--- config.mk ---
export PLATFORM = sky130hd
export DESIGN_NAME = fft_bf_sched
export DESIGN_NICKNAME = d
export VERILOG_FILES = /design/src/rtl/fft_sched_pkg.sv /design/src/rtl/fft_bf_sched_delay.sv /design/src/rtl/fft_bf_sched.sv
export SDC_FILE = /design/constraint.sdc
export NUM_CORES = 1
export LEC_CHECK = 0
export BUFFER_PORTS_ARGS = -buffer_cell sky130_fd_sc_hd__buf_2
export CAP_MARGIN = 10
export CORE_MARGIN = 1
export CORE_UTILIZATION = 24
export CTS_BUF_LIST = sky130_fd_sc_hd__clkbuf_2 sky130_fd_sc_hd__clkbuf_4 sky130_fd_sc_hd__clkbuf_8
export CTS_CLUSTER_SIZE = 16
export DETAILED_ROUTE_END_ITERATION = 6
export SYNTH_ARGS = -nofsm -noshare
export SYNTH_HDL_FRONTEND = slang
export SYNTH_SLANG_ARGS = --single-unit
--- constraint.sdc ---
create_clock -name clk -period 4.9 [get_ports clk]
set_input_delay 0.245 -clock clk [delete_from_list [all_inputs] [get_ports clk]]
set_output_delay 0.245 -clock clk [all_outputs]
set_load 0.01 [all_outputs]
--- src/rtl/fft_sched_pkg.sv ---
// Shared types and address helper for the FFT butterfly scheduler.
//   state_e   : scheduler FSM states
//   bf_addr_t : butterfly a/b read addresses and twiddle index
//   bf_addr() : radix-2 DIF in-place addressing for stage s, butterfly k
package fft_sched_pkg;

  typedef enum logic [1:0] {IDLE, ISSUE, DRAIN} state_e;

  localparam int MAX_LOGN = 12;

  typedef struct packed {
    logic [MAX_LOGN-1:0] a;
    logic [MAX_LOGN-1:0] b;
    logic [MAX_LOGN-1:0] tw;
  } bf_addr_t;

  // span = N >> (s+1); butterflies within a group are span apart, and
  // group g starts at g*2*span. Twiddle stride doubles each stage.
  function automatic bf_addr_t bf_addr(input int logn, input int s, input int k);
    bf_addr_t r;
    int sh, span, j, g, a;
    sh   = logn - 1 - s;
    span = 1 << sh;
    j    = k & (span - 1);
    g    = k >> sh;
    a    = (g << (sh + 1)) + j;
    r.a  = MAX_LOGN'(a);
    r.b  = MAX_LOGN'(a + span);
    r.tw = MAX_LOGN'(j << s);
    return r;
  endfunction

endpackage

--- src/rtl/fft_bf_sched_delay.sv ---
// Valid + data shift register aligning write-back addresses with the
// butterfly output. Cleared only by reset so in-flight writes always land.
//   in_vld/in_data   : entry (read strobe and read addresses)
//   out_vld/out_data : DEPTH cycles later
module bf_addr_delay #(
  parameter int DEPTH = 5,
  parameter int W     = 16
) (
  input  logic         clk,
  input  logic         rst_n,
  input  logic         in_vld,
  input  logic [W-1:0] in_data,
  output logic         out_vld,
  output logic [W-1:0] out_data
);

  logic [DEPTH-1:0]        vld_pipe_q, vld_pipe_d;
  logic [DEPTH-1:0][W-1:0] data_pipe_q, data_pipe_d;

  always_comb begin
    vld_pipe_d     = vld_pipe_q;
    data_pipe_d    = data_pipe_q;
    vld_pipe_d[0]  = in_vld;
    data_pipe_d[0] = in_data;
    for (int i = 1; i < DEPTH; i++) begin
      vld_pipe_d[i]  = vld_pipe_q[i-1];
      data_pipe_d[i] = data_pipe_q[i-1];
    end
  end

  always_ff @(posedge clk or negedge rst_n) begin
    if (!rst_n) begin
      vld_pipe_q  <= '0;
      data_pipe_q <= '0;
    end else begin
      vld_pipe_q  <= vld_pipe_d;
      data_pipe_q <= data_pipe_d;
    end
  end

  assign out_vld  = vld_pipe_q[DEPTH-1];
  assign out_data = data_pipe_q[DEPTH-1];

endmodule

--- src/rtl/fft_bf_sched.sv ---
// Sequencer for one shared radix-2 DIF butterfly running an in-place
// N-point FFT (N = 2**LOGN) out of a dual-port sample memory.
//   go/busy/done          : transform control
//   rd_en/rd_addr_*/tw    : one butterfly read per cycle in ISSUE
//   bf_start              : read strobe delayed by the memory read latency
//   wr_en/wr_addr_*       : write-back, 1+BF_LAT cycles after the read
//   quant_full            : butterfly near-overflow flag (with wr_en)
//   scale_en/scale_exp    : block-floating-point scaling state
//   cm_req/cm_gnt         : lend the butterfly multiplier while idle
module fft_bf_sched
  import fft_sched_pkg::*;
#(
  parameter int LOGN   = 8,
  parameter int BF_LAT = 4
) (
  input  logic                      clk,
  input  logic                      rst_n,
  input  logic                      go,
  output logic                      busy,
  output logic                      done,
  output logic                      rd_en,
  output logic [LOGN-1:0]           rd_addr_a,
  output logic [LOGN-1:0]           rd_addr_b,
  output logic [LOGN-2:0]           tw_addr,
  output logic                      bf_start,
  output logic                      wr_en,
  output logic [LOGN-1:0]           wr_addr_a,
  output logic [LOGN-1:0]           wr_addr_b,
  input  logic                      quant_full,
  output logic                      scale_en,
  output logic [$clog2(LOGN+1)-1:0] scale_exp,
  input  logic                      cm_req,
  output logic                      cm_gnt
);

  localparam int SW = $clog2(LOGN);
  localparam int KW = LOGN - 1;
  localparam int DW = $clog2(BF_LAT + 2);
  localparam int EW = $clog2(LOGN + 1);
  localparam logic [SW-1:0] SLAST = SW'(LOGN - 1);
  localparam logic [DW-1:0] DLAST = DW'(BF_LAT);

  state_e        state_q, state_d;
  logic [SW-1:0] s_q, s_d;
  logic [KW-1:0] k_q, k_d;
  logic [DW-1:0] dcnt_q, dcnt_d;
  logic [EW-1:0] scale_exp_q, scale_exp_d;
  logic          go_pend_q, go_pend_d;
  logic          done_q, done_d;
  logic          cm_gnt_q, cm_gnt_d;
  logic          qf_stage_q, qf_stage_d;
  logic          scale_en_q, scale_en_d;
  logic          bf_start_q;
  logic          start, qf_now;
  bf_addr_t      addr;
  logic          addr_unused;
  logic [2*LOGN-1:0] wr_data;

  assign addr        = bf_addr(LOGN, int'(s_q), int'(k_q));
  assign addr_unused = ^addr;

  assign busy      = (state_q != IDLE);
  assign rd_en     = (state_q == ISSUE);
  assign rd_addr_a = rd_en ? addr.a[LOGN-1:0]  : '0;
  assign rd_addr_b = rd_en ? addr.b[LOGN-1:0]  : '0;
  assign tw_addr   = rd_en ? addr.tw[LOGN-2:0] : '0;
  assign bf_start  = bf_start_q;
  assign done      = done_q;
  assign cm_gnt    = cm_gnt_q;
  assign scale_en  = scale_en_q;
  assign scale_exp = scale_exp_q;

  // Includes the current cycle so the stage's final write (which can land
  // on the last DRAIN cycle) still counts toward this stage's flag.
  assign qf_now = qf_stage_q | (quant_full & wr_en);

  always_comb begin
    state_d     = state_q;
    s_d         = s_q;
    k_d         = k_q;
    dcnt_d      = dcnt_q;
    go_pend_d   = go_pend_q;
    done_d      = 1'b0;
    cm_gnt_d    = 1'b0;
    qf_stage_d  = qf_now;
    scale_en_d  = scale_en_q;
    scale_exp_d = scale_exp_q;
    start       = 1'b0;
    case (state_q)
      IDLE: begin
        // A go that arrives while the multiplier is lent out waits until
        // the requester lets go; a fresh go beats a new request.
        start     = (go | go_pend_q) & (~cm_gnt_q | ~cm_req);
        go_pend_d = (go | go_pend_q) & ~start;
        cm_gnt_d  = cm_req & ~start;
        if (start) begin
          state_d     = ISSUE;
          s_d         = '0;
          k_d         = '0;
          qf_stage_d  = 1'b0;
          scale_en_d  = 1'b0;
          scale_exp_d = '0;
        end
      end
      ISSUE: begin
        k_d = k_q + KW'(1);
        if (k_q == '1) begin
          state_d = DRAIN;
          dcnt_d  = '0;
        end
      end
      DRAIN: begin
        // BF_LAT+1 cycles: the last read's write-back lands on the final one.
        dcnt_d = dcnt_q + DW'(1);
        if (dcnt_q == DLAST) begin
          scale_en_d  = qf_now;
          scale_exp_d = scale_exp_q + EW'(qf_now);
          qf_stage_d  = 1'b0;
          k_d         = '0;
          if (s_q == SLAST) begin
            state_d = IDLE;
            done_d  = 1'b1;
          end else begin
            s_d     = s_q + SW'(1);
            state_d = ISSUE;
          end
        end
      end
      default: state_d = IDLE;
    endcase
  end

  always_ff @(posedge clk or negedge rst_n) begin
    if (!rst_n) begin
      state_q     <= IDLE;
      s_q         <= '0;
      k_q         <= '0;
      dcnt_q      <= '0;
      go_pend_q   <= 1'b0;
      done_q      <= 1'b0;
      cm_gnt_q    <= 1'b0;
      qf_stage_q  <= 1'b0;
      scale_en_q  <= 1'b0;
      scale_exp_q <= '0;
      bf_start_q  <= 1'b0;
    end else begin
      state_q     <= state_d;
      s_q         <= s_d;
      k_q         <= k_d;
      dcnt_q      <= dcnt_d;
      go_pend_q   <= go_pend_d;
      done_q      <= done_d;
      cm_gnt_q    <= cm_gnt_d;
      qf_stage_q  <= qf_stage_d;
      scale_en_q  <= scale_en_d;
      scale_exp_q <= scale_exp_d;
      bf_start_q  <= rd_en;
    end
  end

  bf_addr_delay #(.DEPTH(BF_LAT + 1), .W(2 * LOGN)) u_wr_dly (
    .clk      (clk),
    .rst_n    (rst_n),
    .in_vld   (rd_en),
    .in_data  ({rd_addr_a, rd_addr_b}),
    .out_vld  (wr_en),
    .out_data (wr_data)
  );

  assign wr_addr_a = wr_data[2*LOGN-1:LOGN];
  assign wr_addr_b = wr_data[LOGN-1:0];

endmodule

==> After elaboration in Yosys (flattened, before gate mapping) <==
Cells that the tools add are included.
{ "totals": {"reg_bits": 110, "latchBits": 0, "mem_bits_rw": 0, "mem_bits_ro": 0, "in_bits": 5, "output_inout_bits": 50, "elab_cells": 90, "memories": 0} }
{ "op_classes": {"n_addsub": 9, "mul": 0, "div_mod_pow": 0, "n_lt_le_gt_ge": 0, "n_eq_ne": 9, "shifts": 4, "n_mux": 30, "bitwise_logic": 11, "n_reduce_logical": 10} }
{ "ops": {"columns": ["op", "n"], "rows": [
  ["AND 8 x 32 -> 32 bit", 1],
  ["<< shifter 1 x 32 -> 32 bit, first input constant", 1],
  ["<< shifter 32 x 3 -> 7 bit", 1],
  ["<< shifter 32 x 32 -> 8 bit", 1],
  [">> shifter 7 x 32 -> 32 bit", 1],
  ["subtractor 32 x 2 -> 32 bit, second input constant", 1],
  ["two-way mux 7 bit", 3],
  ["case mux 7 bit (3 select lines)", 1],
  ["adder 8 bit", 2],
  ["two-way mux 8 bit", 2],
  ["two-way mux 3 bit", 4],
  ["case mux 3 bit (2 select lines)", 2],
  ["two-way mux 1 bit", 9],
  ["AND reduction 3 bit", 3],
  ["two-way mux 4 bit", 2],
  ["case mux 4 bit (2 select lines)", 1],
  ["adder 7 x 1 -> 7 bit, second input constant", 1],
  ["== test 7 bit, second input constant", 1],
  ["adder 3 x 1 -> 3 bit, second input constant", 2],
  ["== test 3 bit, second input constant", 2],
  ["two-way mux 2 bit", 3],
  ["!= test 2 bit, second input constant", 3],
  ["case mux 2 bit (3 select lines)", 1],
  ["nonzero test 2 bit", 3],
  ["14 further kinds", 22]
]} }

==> Longest topological paths before layout <==
{ "depth": {"depth_word": 7, "ltp_mapped": 23, "ltp_nobuf": 21} }

==> Modules after synthesis <==
From an unflattened synthesis, not the netlist that was laid out.
{ "unflattened": {"hier_cells": 438, "area_unflattened_um2": 4809.6} }
{ "by_module_without_submodules": {"columns": ["mod", "instances", "cells_each", "area_per_inst_um2", "seq_area_each_um2"], "rows": [
  ["fft_bf_sched", 1, 353, 2682.6, 625.6],
  ["bf_addr_delay", 1, 85, 2127.0, 2127.0]
]} }

==> Worst setup path before layout <==
OpenSTA, ideal clock, no wires.
{ "synth_timing": {"path_kind": "register to output", "startpoint": "register s_q[1]", "endpoint": "output port rd_addr_b[7]", "arrival_time_ps": 4317, "required_ps": 4655, "slack_ps": 338, "stages_incl_launch_ff": 22, "path_buffers": 2, "cell_sequence": "dfrtp_1 > buf_6 > inv_1 > ha_1 > ha_1 > inv_1 > o21ai_0 > or3_1 > fa_1 > nor2b_1 > o21ai_0 > a21boi_0 > o21ai_0 > a21boi_0 > nor2_1 > ha_1 > o21ai_0 > nand2b_1 > and3_1 > or3_1 > mux2i_1 > buf_4"} }
{ "synth_rtl": {"columns": ["item", "line", "source"], "rows": [
  ["start, declared", "fft_bf_sched.sv:44", "logic [SW-1:0] s_q, s_d;"],
  ["start signal, assigned", "fft_bf_sched.sv:136", "s_q <= '0;"],
  ["start signal, assigned", "fft_bf_sched.sv:148", "s_q <= s_d;"],
  ["end, declared", "fft_bf_sched.sv:23", "output logic [LOGN-1:0] rd_addr_b,"]
]} }

==> Final worst setup path <==
{ "layout_timing": {"startpoint": "register s_q[0]", "endpoint": "output port rd_addr_b[7]"} }
{ "layout_between": {"elab_chain_len": 7, "elab_cells_between_ends": 10, "cone_classes": "add/sub (5); shift (3); mux (1); bitwise (1)"} }
{ "layout_lines": {"columns": ["item", "line", "source"], "rows": [
  ["subtractor 3 x 3 -> 4 bit *", "fft_sched_pkg.sv:22", "sh = logn - 1 - s;"],
  ["<< shifter 1 x 32 -> 32 bit", "fft_sched_pkg.sv:23", "span = 1 << sh;"],
  ["subtractor 32 x 2 -> 32 bit", "fft_sched_pkg.sv:24", "j = k & (span - 1);"],
  ["AND 8 x 32 -> 32 bit", "fft_sched_pkg.sv:24", null],
  ["adder 8 bit", "fft_sched_pkg.sv:26", "a = (g << (sh + 1)) + j;"],
  ["adder 8 bit *", "fft_sched_pkg.sv:28", "r.b = MAX_LOGN'(a + span);"],
  ["two-way mux 8 bit *", "fft_bf_sched.sv:65", "assign rd_addr_b = rd_en ? addr.b[LOGN-1:0] : '0;"]
]} }
Every way passes the cells marked *; elsewhere a longest branch is shown, timed or not.

==> run summary <==
The worst setup path is launched from a flip-flop. The antenna violation net count after detailed routing came out at 0. In the global route stage, met2 resource usage came out at 15.1%.

Summing the areas of all fa, ha and maj instances in the mapped netlist gives roughly 8.2% of the synthesized area. The library cells used most frequently in the layout, excluding fill and tap cells, are 109 x dfrtp_1, 53 x buf_2, 44 x nand2_1, 42 x nor2_1, 29 x buf_4. Before antenna repair, the detailed router went through 5 iterations. The total number of yosys warnings is 0. The number of sinks on the clock net came out at roughly 110.

After synthesis, the largest family of logic cells by area is simple AND/OR/NAND/NOR gates. STA classifies the critical path endpoint as a primary output. The placeable core region is 19800 sq um.

The worst slew margin relative to its limit came out at 55.0%. The clock buffer count from CTS is 9. The maximum number of pins on one net before global-route repair is 58. The post-synthesis sequential element count is between 100 and 150. Along the worst path, the maximum fanout reaches 11. The area growth from synthesis to final layout is 23.1%. The areal power density over the cells is 245 nW/um^2. The detailed placer's ending HPWL is around 7500 um. The number of vias per cell came out at 4.35. The number of endpoints with negative hold slack in the final report was 0.

The reported max-cap violation count is 0. The DRC violation total after the first TritonRoute iteration came out at between 100 and 150. For the pin with the worst max-slew slack, the measured transition is 675 ps. During placement, the flow inserted port buffers numbering between 50 and 60. At the end of routability-driven placement, the weighted congestion stood at about 0.88. The post-synthesis net count is between 400 and 500.

The global routing usage on met1 is roughly 14%. For this run, the register share of the synthesized area comes to approximately 55%. The worst hold slack after final layout is about 89 ps. For the worst setup path, the data required time is ~4700 ps. Clock-pin slew was measured on the worst setup and hold paths at approximately 110 ps. The die is 145 um wide. Global routing consumed, on the met3 layer, between 2 and 2.5% of the routing resources. The worst-case vdd ir drop is approximately 0.12 mV.

In this run the count of I/O pins placed on the die edge is 55. The maximum count of clock buffers along a single path is 2. The worst clock skew came out at between 15 and 20 ps. Leaving out fill and tap cells, the most frequent cell in the layout is dfrtp_1. The aggregate global routing overflow came out at 0. The arrival time at the worst endpoint is 4460 ps.

The critical path in this run is classified as reg -> out. At the later pin of the worst-skew pair, clock insertion delay measures about 370 ps. The fraction of registers with async set or reset after synthesis is between 90% and 100%.

The number of nets in the finished design came out at 562. The TritonCTS clock tree is yes. Measured against the total synthesized area, the mux share comes to 1.68%. The gate count after technology mapping is approximately 460. The library cell used as clock root buffer is clkbuf_8. The row count came out at 51. The final period demand of the worst path is 4700 ps.

Of the available clock period, the critical path in the final layout requires 95.9%. The number of inserted diodes came out at 0. Counting distinct cell types in the post-synthesis netlist gives 58. The initial utilization of the core area, before any placement, comes to about 25%. Setup violations remaining at the end of the flow were counted as 0. For this design the static power due to leakage is 2.68 nW. The number of synthesized flops with an enable pin came out at 0.

The final layout contains routed wiring with a total length of roughly 11000 um. Global routing used ~10% of the available tracks. The die height is between 100 and 150 um.

The first global-routing pass estimated roughly 17000 um of wire. In the final routed layout, each cell accounts on average for ~13 um. The number of global-route vias before repair came out at 3175. The synthesized-area fraction occupied by and/or/nand/nor cells is around 15%. The synthesized netlist devotes between 10% and 20% of its cell area to compound gates. The layout filler cell count is just over 2000. The average cell area after synthesis is around 11 sq um.

The global routing stage identified its most utilized layer as met2. The H-tree was split into 3 levels. The total standard cell area after synthesis came out at 4920 sq um. The initial antenna violation count came out at 0. Among all flip-flop cells after synthesis, the most frequent one is dfrtp_1.

The utilization of the core after routing is a little under a third. The maximum achievable frequency is ~210 MHz. The path class of the tightest hold or removal check is in -> reg. For this run, design rule violations remaining after detail routing come to 0.

The overall die area came out at 21100 sq um. The total number of vias came out at ~3500. After Yosys synthesis, XOR and XNOR cells account for 2.67% of the synthesized area.

The max-slew violation count is 0. The fraction of layout cells with a size suffix above 1 is approximately 28%. The flow ran to the end, and the final reports show no timing, DRC or antenna violations.
where the power goes:
| part | switching [W] | leakage (nW) | internal, W |
|---|---|---|---|
| Clock | 0.000299 | 0.105 | 0.000263 |
| Sequential | 0.000000000000000000305 | 1.22 | 0.000899 |
| Combinational | 0.0000173 | 1.36 | 0.00000268 |
sequential cells by signal, indices dropped and copies added (netlist names):
signal and count:
u_wr_dly.data_pipe_d 64, u_wr_dly.out_data 16, k_q 7, u_wr_dly.vld_pipe_q 5, scale_exp 4, dcnt_q 3
s_q 3, state_q 2, cm_gnt 1, done 1, go_pend_q 1, qf_stage_q 1
scale_en 1
area by class of cell:
| class | count | area [sq um] | area share (%) |
|---|---|---|---|
| Clock buffer | 11 | 145 | 2.40 |
| Tap cell | 265 | 332 | 5.48 |
| Inverter | 27 | 101 | 1.67 |
| Clock inverter | 5 | 66.3 | 1.10 |
| Timing Repair Buffer | 88 | 551 | 9.09 |
| Sequential cell | 109 | 2730 | 45.1 |
| Multi-Input combinational cell | 291 | 2130 | 35.2 |
worst max-delay path, cell delays in order, from the launching register on:
cell      delay (ps)
dfrtp_1          410
buf_6            150
buf_8            150
xor2_4           190
a22o_1           190
a22oi_2          200
mux2i_1          130
nor2b_4          160
ha_4             240
nor2b_2          150
o21ai_2          170
a21boi_2         100
o21ai_2          160
nor3b_2          210
nor2_1            70
ha_1             310
o21ai_1           80
nand2b_1          70
and3_1           180
or3_1            360
mux2i_2          220
buf_2            170
kinds of logic after synthesis:
family,Yosys count
buffers and inverters,57
AND/OR/NAND/NOR,157
adder cells (fa/ha/maj),31
XOR/XNOR,15
flip-flops,109
multiplexers,8
AO/OA/AOI/OAI,80
what timing repair did:
action	CTS	global route
resized for setup	18	47
setup endpoints to repair	2	2
hold buffers	1	0
endpoints found under the hold margin	52	0
setup buffers	3	14
pin swaps	5	12
path summary, 6_finish.rpt:
kind / start / end / slack, ps / depth (start not counted)
worst min-delay path: cm_req / cm_gnt / 90 / 3
worst min register to register: u_wr_dly.data_pipe_d[20] / u_wr_dly.data_pipe_d[36] / 340 / 0
min in group asynchronous: rst_n / u_wr_dly.vld_pipe_q[2] / 450 / 2
worst max register to register: s_q[0] / u_wr_dly.data_pipe_d[23] / 880 / 20
max in group asynchronous: rst_n / u_wr_dly.data_pipe_d[70] / 3310 / 3
worst max-delay path: s_q[0] / rd_addr_b[7] / 200 / 21
cells in the mapped netlist (all sizes together) (4+ instances only):
library cell | instances | area, sq um
a21boi | 4 | 30.0
a21oi | 13 | 65.1
a22o | 4 | 35.0
and2 | 12 | 75.1
and3 | 6 | 37.5
buf | 23 | 166
clkbuf | 7 | 26.3
dfrtp | 109 | 2730
ha | 29 | 363
inv | 26 | 97.6
mux2i | 6 | 60.1
nand2 | 45 | 169
nand2b | 4 | 25.0
nand3 | 9 | 45.0
nor2 | 45 | 169
nor2b | 11 | 68.8
nor3 | 10 | 50.1
o21ai | 29 | 145
xnor2 | 6 | 52.6
xor2 | 9 | 78.8
layer usage:
layer  up-vias  part of all wire, %
li1       1670                    -
met1      1679                   49
met2        97                   45
met3        19                  4.6
met4         0                  1.7
met5         -                    0
per-stage QoR:
step / cells / cell area [sq um] / setup slack (ps) / power [W] / setup TNS [ps]
2_1_floorplan: 457 / 4920 / 338 / 0.000917 / 0
5_1_grt: 796 / 6050 / -20.2 / 0.00155 / -20.2
3_3_place_gp: 762 / 5450 / 133 / 0.000938 / 0
4_1_cts: 782 / 5740 / 1.03 / 0.00151 / 0
3_5_place_dp: 762 / 5450 / 62.6 / 0.000938 / 0
6_report: 796 / 6050 / 199 / 0.00148 / 0
Note: power is estimated with default switching activity, not from simulation.
